==> src/rtl/dial_readback.sv <==
// dial_readback: decodes the stepper phase bus into an absolute dial position
// and reports the settled character as ASCII over a valid/ack handshake.
module dial_readback #(
    parameter int STEPS_PER_POS = 4,
    parameter int SETTLE        = 8
) (
    input  logic       sys_clk,
    input  logic       reset,
    input  logic [3:0] motor_drv,
    input  logic       ack,
    output logic [4:0] pos,
    output logic [6:0] ascii_out,
    output logic       valid,
    output logic       busy,
    output logic       dir_err,
    output logic       misalign,
    output logic       overrun
);
    localparam int SW = $clog2(STEPS_PER_POS);
    localparam int IW = $clog2(SETTLE + 1);
    localparam logic [SW-1:0] SUB_MAX = SW'(STEPS_PER_POS - 1);

    logic [3:0]    drv_q, last_ph_q, last_ph_d;
    logic [SW-1:0] sub_q, sub_d;
    logic [4:0]    pos_q, pos_d;
    logic [IW-1:0] idle_q, idle_d;
    logic [6:0]    ascii_q, ascii_d;
    logic          moved_q, moved_d, valid_q, valid_d;
    logic          dir_err_q, dir_err_d, misalign_q, misalign_d, overrun_q, overrun_d;
    logic          nz, fwd, rev, rpt;

    function automatic logic [6:0] to_ascii(input logic [4:0] p);
        return (p >= 5'd1 && p <= 5'd26) ? 7'h60 + 7'(p) :
               p == 5'd29 ? 7'h2C : p == 5'd30 ? 7'h2E : p == 5'd31 ? 7'h3F : 7'h20;
    endfunction

    always_comb begin
        nz         = drv_q != 4'b0000;
        fwd        = nz && drv_q == {last_ph_q[2:0], last_ph_q[3]};
        rev        = nz && drv_q == {last_ph_q[0], last_ph_q[3:1]};
        rpt        = !nz && moved_q && idle_q == IW'(SETTLE - 1);
        last_ph_d  = (fwd || rev) ? drv_q : last_ph_q;
        moved_d    = moved_q || fwd || rev;
        sub_d      = fwd ? (sub_q == SUB_MAX ? '0 : sub_q + SW'(1)) :
                     rev ? (sub_q == '0 ? SUB_MAX : sub_q - SW'(1)) : sub_q;
        pos_d      = (fwd && sub_q == SUB_MAX) ? pos_q + 5'd1 :
                     (rev && sub_q == '0) ? pos_q - 5'd1 : pos_q;
        dir_err_d  = dir_err_q || (nz && drv_q != last_ph_q && !fwd && !rev);
        idle_d     = nz ? '0 : (moved_q && idle_q != IW'(SETTLE)) ? idle_q + IW'(1) : idle_q;
        valid_d    = valid_q && !ack;
        ascii_d    = ascii_q;
        misalign_d = misalign_q;
        overrun_d  = overrun_q;
        // An ack on the report edge frees the slot, so the new character loads without overrun
        if (rpt) begin
            moved_d = 1'b0;
            if (sub_q != '0) misalign_d = 1'b1;
            else if (!valid_q || ack) begin
                ascii_d = to_ascii(pos_q);
                valid_d = 1'b1;
            end else overrun_d = 1'b1;
        end
    end

    always_ff @(posedge sys_clk or negedge reset) begin
        if (!reset) begin
            drv_q      <= 4'b0000;
            last_ph_q  <= 4'b0001;
            sub_q      <= '0;
            pos_q      <= 5'd0;
            idle_q     <= '0;
            moved_q    <= 1'b0;
            ascii_q    <= 7'h20;
            valid_q    <= 1'b0;
            dir_err_q  <= 1'b0;
            misalign_q <= 1'b0;
            overrun_q  <= 1'b0;
        end else begin
            drv_q      <= motor_drv;
            last_ph_q  <= last_ph_d;
            sub_q      <= sub_d;
            pos_q      <= pos_d;
            idle_q     <= idle_d;
            moved_q    <= moved_d;
            ascii_q    <= ascii_d;
            valid_q    <= valid_d;
            dir_err_q  <= dir_err_d;
            misalign_q <= misalign_d;
            overrun_q  <= overrun_d;
        end
    end

    assign pos       = pos_q;
    assign ascii_out = ascii_q;
    assign valid     = valid_q;
    assign busy      = moved_q || drv_q != 4'b0000;
    assign dir_err   = dir_err_q;
    assign misalign  = misalign_q;
    assign overrun   = overrun_q;
endmodule

==> config.mk <==
export PLATFORM = sky130hd
export DESIGN_NAME = dial_readback
export DESIGN_NICKNAME = d
export VERILOG_FILES = /design/src/rtl/dial_readback.sv
export SDC_FILE = /design/constraint.sdc
export NUM_CORES = 1
export LEC_CHECK = 0
export ABC_CLOCK_PERIOD_IN_PS = 4650
export CORE_ASPECT_RATIO = 1.4
export CORE_UTILIZATION = 50
export CTS_CLUSTER_DIAMETER = 80
export DETAILED_ROUTE_END_ITERATION = 12
export PLACE_DENSITY = 0.74
export SLEW_MARGIN = 20
export SYNTH_ARGS = -nofsm -noshare
export SYNTH_HDL_FRONTEND = slang
export SYNTH_SLANG_ARGS = --single-unit
==> constraint.sdc <==
create_clock -name sys_clk -period 4.65 [get_ports sys_clk]
set_input_delay 1.1625 -clock sys_clk [delete_from_list [all_inputs] [get_ports sys_clk]]
set_output_delay 1.1625 -clock sys_clk [all_outputs]
set_load 0.01 [all_outputs]
==> flow_summary.ini, run 1 <==
[outcome]
status = completed

[critical_path]
crit_required_ns = 3.49
r2r_slack_ns = 2.39
end_kind = primary output
start_kind = flop
worstSetupPathType = flop to primary output
rr_worst_depth = 5
timing.rr.start = drv_q[0]
cp_max_fo = 9
worstReg2RegEnd = last_ph_q[1]
cp_data_arrival_time_ns = 2.17

[grt]
grt_pass1_wl_mm = 5.13
grt_use_total_pct = 19.4
grt_max_degree = 31
overflow = 0
grt_pass1_vias = 1207
antenna_found_initial = 0

[pwr]
p_leak_nw = 0.847
irDropWorstVdd_mv = 0.370
power_density_nw_per_um2 = 499

[cells_and_area]
fillers = 255
final_net_count = 197
area_growth_pct = 19.9
drive_above_1_share_pct = 13.7
fin_util_pct = 64.0
most-common-layout-cells = dfrtp_1 (29), clkdlybuf4s50_1 (22), xnor2_1 (15), nand2_1 (12)
antenna_cells = 0
final_common_cell = dfrtp_1

[route]
wirelength_mm = 2.90
antenna_left = 0
drtIter0Drc = 10
drcViolationCount = 0
wl_per_cell_um = 13.1
vias = 1208
firstDrtPassIters = 4
drt-vias-per-instance = 5.47

[placed_design]
place_congestion = 0.784
dp_hpwl_mm = 2.25
port_buffers = 22

[floorplan]
die_area_um2 = 3610
rows = 24
ios = 24
start_util_pct = 53.4
fp.dieW_um = 51.0
core-area_um2 = 3150
die_y_um = 70.6

[logic_synthesis]
syn_area_um2 = 1680
ys.flop_type = dfrtp_1
yosys.area.top_type = dfrtp_1
synthTopCellsByArea = dfrtp_1 (43%), xnor2_1 (7.8%), ha_1 (6.7%)
synth_cells = 155
synth-seq-cells = 30
synth_compound_gate_area_share_pct = 11.2
synth_cell_type_count = 44
synth.mux.area_fraction_pct = 6.91
syn_area_per_cell_um2 = 10.9
synth-xor-area-share_pct = 9.89
synth_edf_count = 0
synth_fa_ha_area_share_pct = 6.69
synth_top_area_share_pct = 43.1
synth_simple_gate_area_share_pct = 16.4
synthArstFlopShare_pct = 100
synth_top_family_by_area = simple AND/OR/NAND/NOR gates
ys_seq_area_share_pct = 44.7
syn_nets = 171
yosys_warnings = 0

[cts]
cts_sinks = 30
clk_latency_ns = 0.28
clk_pin_slew_ns = 0.06
cts_tree = yes
cts_root_buffer = clkbuf_8
cts_resized = 0
postCtsHoldBufs = 0
htreeDepth = 2
post-cts-setup-buffers = 0
clk_path_buf_depth = 2
cts_buffers = 5

[timing]
finalSetupViolCount = 0
hold_viol = 0
rsz0062_at_grt = false
max_freq_ghz = 0.300
relSlewSlack_pct = 59.9
finalSetupTns_ns = 0
whs_ns = 0.461
fin_skew_ns = 0.00615
fin_crit_sh_pct = 71.7
tightest_slew_ns = 0.600
fin_crit_ns = 3.33
drv_slew = 0

[hold_path]
hold_end = misalign
hold_path.startpoint = misalign
hp-class = flop to flop
holdPathStages = 1

[job]
cap_violations = 0
## registers in the layout, indices dropped and copies added, names as in the netlist, 2 cells and up
register / flops
pos: 5
idle_q: 4
ascii_out: 6
last_ph_q: 4
sub_q: 2
drv_q: 4
## where the power goes
group          switching (mW)  total (mW)  internal, mW
Sequential             0.0927       0.407         0.314
Clock                  0.0911       0.210         0.119
Combinational           0.189       0.388         0.200
## synth_stat cells, types with 2 or more instances
library cell,number
xor2_1,4
nand3_1,3
buf_6,2
nand2_1,12
and3_1,2
nand4_1,2
nor2_1,8
inv_1,9
a22oi_1,2
ha_1,9
nor4_1,2
o21ai_1,2
o21ai_0,3
mux2i_1,6
a21oi_1,5
or4_1,2
mux2_2,5
nand2b_1,4
dfrtp_1,29
nor3_1,3
o21ai_2,4
xnor2_1,15
## per-stage QoR
| stage | instance area [um^2] | total power [mW] | setup slack (ns) | instances |
|---|---|---|---|---|
| detailed placement | 1930 | 0.802 | 1.61 | 213 |
| CTS | 2020 | 1.01 | 1.31 | 221 |
| floorplan | 1680 | 0.682 | 2.21 | 155 |
| global route | 2020 | 1.08 | 1.26 | 221 |
| global placement | 1930 | 0.785 | 1.66 | 213 |
| finish | 2020 | 1.01 | 1.32 | 221 |
## critical path: stages (launching register included)
cell	delay, ns
dfrtp_1	0.45
or4_1	0.74
nand2b_1	0.23
clkdlybuf4s50_1	0.48
## how the worst max path moves through the flow
stage	from	endpoint	slack, ns
final	drv_q[0]	busy	1.32
after global routing	drv_q[0]	busy	1.26
after CTS	drv_q[0]	busy	1.31
after detailed placement	drv_q[0]	busy	1.61
after global placement	drv_q[0]	busy	1.66
after floorplan	drv_q[0]	busy	2.21
## layout make-up
| cell class | instances | area [um^2] | share of cell area (%) |
|---|---|---|---|
| tap | 39 | 48.8 | 2.42 |
| clock inverter | 1 | 5.00 | 0.248 |
| inverter | 9 | 33.8 | 1.67 |
| timing repair buffer | 23 | 228 | 11.3 |
| multi-input combinational | 112 | 863 | 42.8 |
| clock buffer | 7 | 86.3 | 4.28 |
| sequential | 30 | 752 | 37.3 |
## kinds of logic (layout without fill, tap and decap cells)
family,count (synthesis),after routing
and+or+nand+nor,47,47
DFF,30,30
AOI/OAI and AO/OA,25,25
xor gates and xnor gates,19,19
buffers and inverters,13,40
muxes,11,11
adders and majority gates,9,9
other,1,1
## layer usage
| metal | vias to the layer above | routed length [um] | global-route usage [%] |
|---|---|---|---|
| li1 | 588 | - | - |
| met3 | 9 | 118 | 6.24 |
| met5 | - | 0 | 0 |
| met4 | 0 | 74 | 10.8 |
| met1 | 582 | 1150 | 21.6 |
| met2 | 29 | 1560 | 31.9 |
No activity file was read; power rests on OpenSTA's default activity.
==> run 2: changes to the inputs <==
Settings changed: ABC_CLOCK_PERIOD_IN_PS 4650 to 3200.
Clock period 4.65 ns to 3.2 ns, I/O delays scaled along.
==> run 2 against run 1 <==
Sequential power increased by 45%. Count of clock-buffer cells in the layout is 1 lower. Non-clock buffer count up 1. Hold slack improved by 0.0053 ns. Power increased by 43%. Register-to-register slack worse by 1.4 ns. Combinational power increased by 45%. Die area is the same. Via count rose by 0.58%. Global-route usage increased by 0.92 points. Clock skew is 0.0067 ns higher. Worst setup slack worse by 0.88 ns.
==> flow_summary.ini, run 2 (same netlist as run 1, synthesis figures left out) <==
[critical_path]
worstReg2RegEnd = ascii_out[4]
end_kind = primary output
path_delay_family = simple AND/OR/NAND/NOR gates
rr_worst_depth = 6
start_kind = flop
worstSetupPathType = flop to primary output
startpoint = drv_q[0]
slowest_delay_ns = 0.58
crit_path_top_delay_cell = or4_1
path_buf_inv = 1
cp_max_fo = 5
timing.rr.start = drv_q[0]
path_cells = or4_1, nand2b_1, clkdlybuf4s50_1
crit_required_ns = 2.40
r2r_slack_ns = 0.95
cp_data_arrival_time_ns = 1.97

[route]
vias = 1215
wl_per_cell_um = 14.0
antenna_left = 0
drcViolationCount = 0
wirelength_mm = 3.11
firstDrtPassIters = 4
drt-vias-per-instance = 5.47
drtIter0Drc = 24

[cts]
clk_pin_slew_ns = 0.07
cts_buffers = 5
cts_sinks = 30
post-cts-setup-buffers = 0
clk_path_buf_depth = 2
htreeDepth = 2
clk_latency_ns = 0.29
cts_resized = 0
cts_root_buffer = clkbuf_8
postCtsHoldBufs = 0
cts_tree = yes

[pwr]
power_density_nw_per_um2 = 715
p_leak_nw = 0.848
irDropWorstVdd_mv = 0.514

[timing]
rsz0062_at_grt = false
fin_crit_sh_pct = 86.4
tightest_slew_ns = 0.592
relSlewSlack_pct = 60.4
fin_crit_ns = 2.77
finalSetupTns_ns = 0
finalSetupViolCount = 0
fin_skew_ns = 0.0128
drv_slew = 0
hold_viol = 0
max_freq_ghz = 0.362
setup_slack_ns = 0.434

[cells_and_area]
most-common-layout-cells = dfrtp_1 (29), clkdlybuf4s50_1 (22), xnor2_1 (15), nand2_1 (12)
fin_util_pct = 63.9
final_net_count = 198
antenna_cells = 0
finalInstanceArea_um2 = 2020
largest_register_ffs = 6
fin_cells = 222
final_common_cell = dfrtp_1
fillers = 282
drive_above_1_share_pct = 14.2
area_growth_pct = 19.8

[grt]
grt_use_total_pct = 20.3
grt_max_degree = 31
overflow = 0
antenna_found_initial = 0
grt_pass1_wl_mm = 5.45
grt_pass1_vias = 1245

[floorplan]
die_y_um = 70.6
ios = 24
die_area_um2 = 3610
rows = 24
start_util_pct = 53.4
core-area_um2 = 3150
fp.dieW_um = 51.0

[job]
cap_violations = 0

[placed_design]
place_area_um2 = 1930
post-place-cells = 214
port_buffers = 22
dp_hpwl_mm = 2.36
place_congestion = 0.801
place_ws_ns = 0.740

[outcome]
status = completed

[hold_path]
hp-class = flop to flop
hold_path.startpoint = misalign
hold_end = misalign
holdPathStages = 1
-- run 2: stage by stage --
stage	hold WS (ns)	power, mW
2_1_floorplan	0.493	0.992
3_5_place_dp	0.455	1.16
4_1_cts	0.471	1.46
6_report	0.466	1.44
3_3_place_gp	0.452	1.14
5_1_grt	0.492	1.55
-- run 2: per-layer routing --
layer,wire [um],vias up,track usage (%),share of wire (%)
li1,-,588,-,-
met1,1160,592,22.0,37
met2,1760,28,36.0,57
met3,125,7,5.38,4.0
met4,61,0,8.95,2.0
met5,0,-,0,0
-- run 2: area by class of cell --
type / instances / area (um^2) / share of cell area, %
clock inverter: 2 / 10.0 / 0.497
inverter: 9 / 33.8 / 1.68
sequential: 30 / 752 / 37.3
clock buffer: 6 / 72.6 / 3.60
tap: 39 / 48.8 / 2.42
timing repair buffer: 24 / 235 / 11.7
multi-input combinational: 112 / 863 / 42.8
-- run 2: how the worst max path moves through the flow --
stage / endpoint / slack (ns) / depth (start not counted)
finish: busy / 0.43 / 3
global route: busy / 0.39 / 3
CTS: busy / 0.43 / 3
detailed placement: busy / 0.74 / 3
global placement: busy / 0.77 / 3
floorplan: busy / 1.13 / 3
-- run 2: worst reg2reg max path, cell delays in order (launching register included) --
cell and delay [ns]:
dfrtp_1 0.45, or4_1 0.58, buf_4 0.20, nor4_4 0.32, nand3_2 0.32, nand2_1 0.19, o21ai_2 0.06
-- run 2: power by group --
group          switching [mW]  internal [mW]  total, mW
clock network           0.140          0.150      0.291
logic                   0.273          0.288      0.561
registers               0.133          0.457      0.589
total                   0.546          0.895       1.44
==> run 3: changes to the inputs <==
Settings changed: CORE_MARGIN from default to 8, GPL_ROUTABILITY_DRIVEN from default to 0.
==> run 3 against run 2 <==
Worst setup slack improved by 0.034 ns. Hold slack got worse by 0.0049 ns. Clock power is 5% higher. Largest cell class unchanged. Critical endpoint unchanged. Fmax increased by 1.2%. Critical path type unchanged. Via count decreased by 0.33%.
==> flow_summary.ini, run 3 (same netlist as run 1, synthesis figures left out) <==
[route]
wirelength_mm = 3.04
drcViolationCount = 0
firstDrtPassIters = 4
vias = 1211
antenna_left = 0
wl_per_cell_um = 13.6
drtIter0Drc = 29
drt-vias-per-instance = 5.43

[grt]
grt_pass1_vias = 1322
antenna_found_initial = 0
grt_pass1_wl_mm = 5.58
overflow = 0
grt_use_total_pct = 12.7
grt_max_degree = 31

[pwr]
power_density_nw_per_um2 = 719
irDropWorstVdd_mv = 0.461
p_leak_nw = 0.852

[critical_path]
r2r_slack_ns = 1.03
path_delay_family = simple AND/OR/NAND/NOR gates
worstSetupPathType = flop to primary output
cp_data_arrival_time_ns = 1.93
end_kind = primary output
cp_max_fo = 5
path_buf_inv = 1
crit_path_top_delay_cell = or4_1
slowest_delay_ns = 0.56
crit_required_ns = 2.40
start_kind = flop
path_cells = or4_1, nand2b_1, clkdlybuf4s50_1

[cts]
post-cts-setup-buffers = 0
cts_sinks = 30
cts_resized = 0
cts_tree = yes
cts_root_buffer = clkbuf_8
postCtsHoldBufs = 0
clk_pin_slew_ns = 0.07
clk_latency_ns = 0.28
cts_buffers = 5
clk_path_buf_depth = 2
htreeDepth = 2

[cells_and_area]
final_net_count = 198
finalInstanceArea_um2 = 2030
fillers = 273
largest_register_ffs = 6
area_growth_pct = 20.4
drive_above_1_share_pct = 14.2
antenna_cells = 0
most-common-layout-cells = dfrtp_1 (29), clkdlybuf4s50_1 (22), xnor2_1 (15), nand2_1 (12)
final_common_cell = dfrtp_1

[floorplan]
die_y_um = 84.6
start_util_pct = 51.2
ios = 24
core-area_um2 = 3280
rows = 25
die_area_um2 = 5500
fp.dieW_um = 65.0

[placed_design]
place_ws_ns = 0.749
place_area_um2 = 1930
port_buffers = 22
dp_hpwl_mm = 2.38

[hold_path]
hp-class = flop to flop

[timing]
tightest_slew_ns = 0.608
finalSetupTns_ns = 0
fin_crit_ns = 2.73
rsz0062_at_grt = false
finalSetupViolCount = 0
drv_slew = 0
whs_ns = 0.461
hold_viol = 0
relSlewSlack_pct = 59.3
max_freq_ghz = 0.366
setup_slack_ns = 0.468
fin_crit_sh_pct = 85.4
fin_skew_ns = 0.00894

[job]
cap_violations = 0

[outcome]
status = completed
## run 3: changes by cell type in the layout (fill, tap and decap cells not counted)
cell	previous run	this run
clkbuf_8	5	6
clkinv_2	2	1
## run 3: worst paths after layout
path | to | cells past startpoint | start
min in group asynchronous | ascii_out[2] | 2 | reset
min reg2reg | misalign | 1 | misalign
max reg2reg | ascii_out[4] | 6 | drv_q[0]
min | misalign | 1 | misalign
max in group asynchronous | last_ph_q[0] | 2 | reset
max | busy | 3 | drv_q[0]
## run 3: layer usage
layer	up-vias	global-route usage (%)	routed length (um)
met5	-	0	0
met4	0	7.37	108
met3	12	4.26	182
met2	29	22.3	1590
met1	579	12.4	1160
li1	591	-	-
## run 3: area by class of cell
| cell class | count | area (um^2) | area share (%) |
|---|---|---|---|
| multi-input combinational | 112 | 863 | 42.6 |
| inverter | 9 | 33.8 | 1.67 |
| clock inverter | 1 | 5.00 | 0.247 |
| sequential | 30 | 752 | 37.1 |
| timing repair buffer | 24 | 235 | 11.6 |
| clock buffer | 7 | 86.3 | 4.26 |
| tap | 40 | 50.0 | 2.47 |
## run 3: worst reg2reg max path, cell delays in order (launching register included)
cell     delay [ns]
dfrtp_1        0.44
or4_1          0.56
buf_4          0.19
nor4_4         0.32
nand3_2        0.31
nand2_1        0.17
o21ai_2        0.06
## run 3: through the flow
| step | instances | total power [mW] | util [%] |
|---|---|---|---|
| global route | 223 | 1.58 | 61.7 |
| finish | 223 | 1.46 | 61.7 |
| global placement | 215 | 1.14 | 58.9 |
| floorplan | 155 | 0.992 | - |
| detailed placement | 215 | 1.16 | 58.9 |
| CTS | 223 | 1.47 | 61.7 |
## run 3: power breakdown
group | total (mW) | internal (mW) | switching, mW
clock network | 0.305 | 0.173 | 0.132
logic | 0.565 | 0.289 | 0.276
registers | 0.586 | 0.457 | 0.129
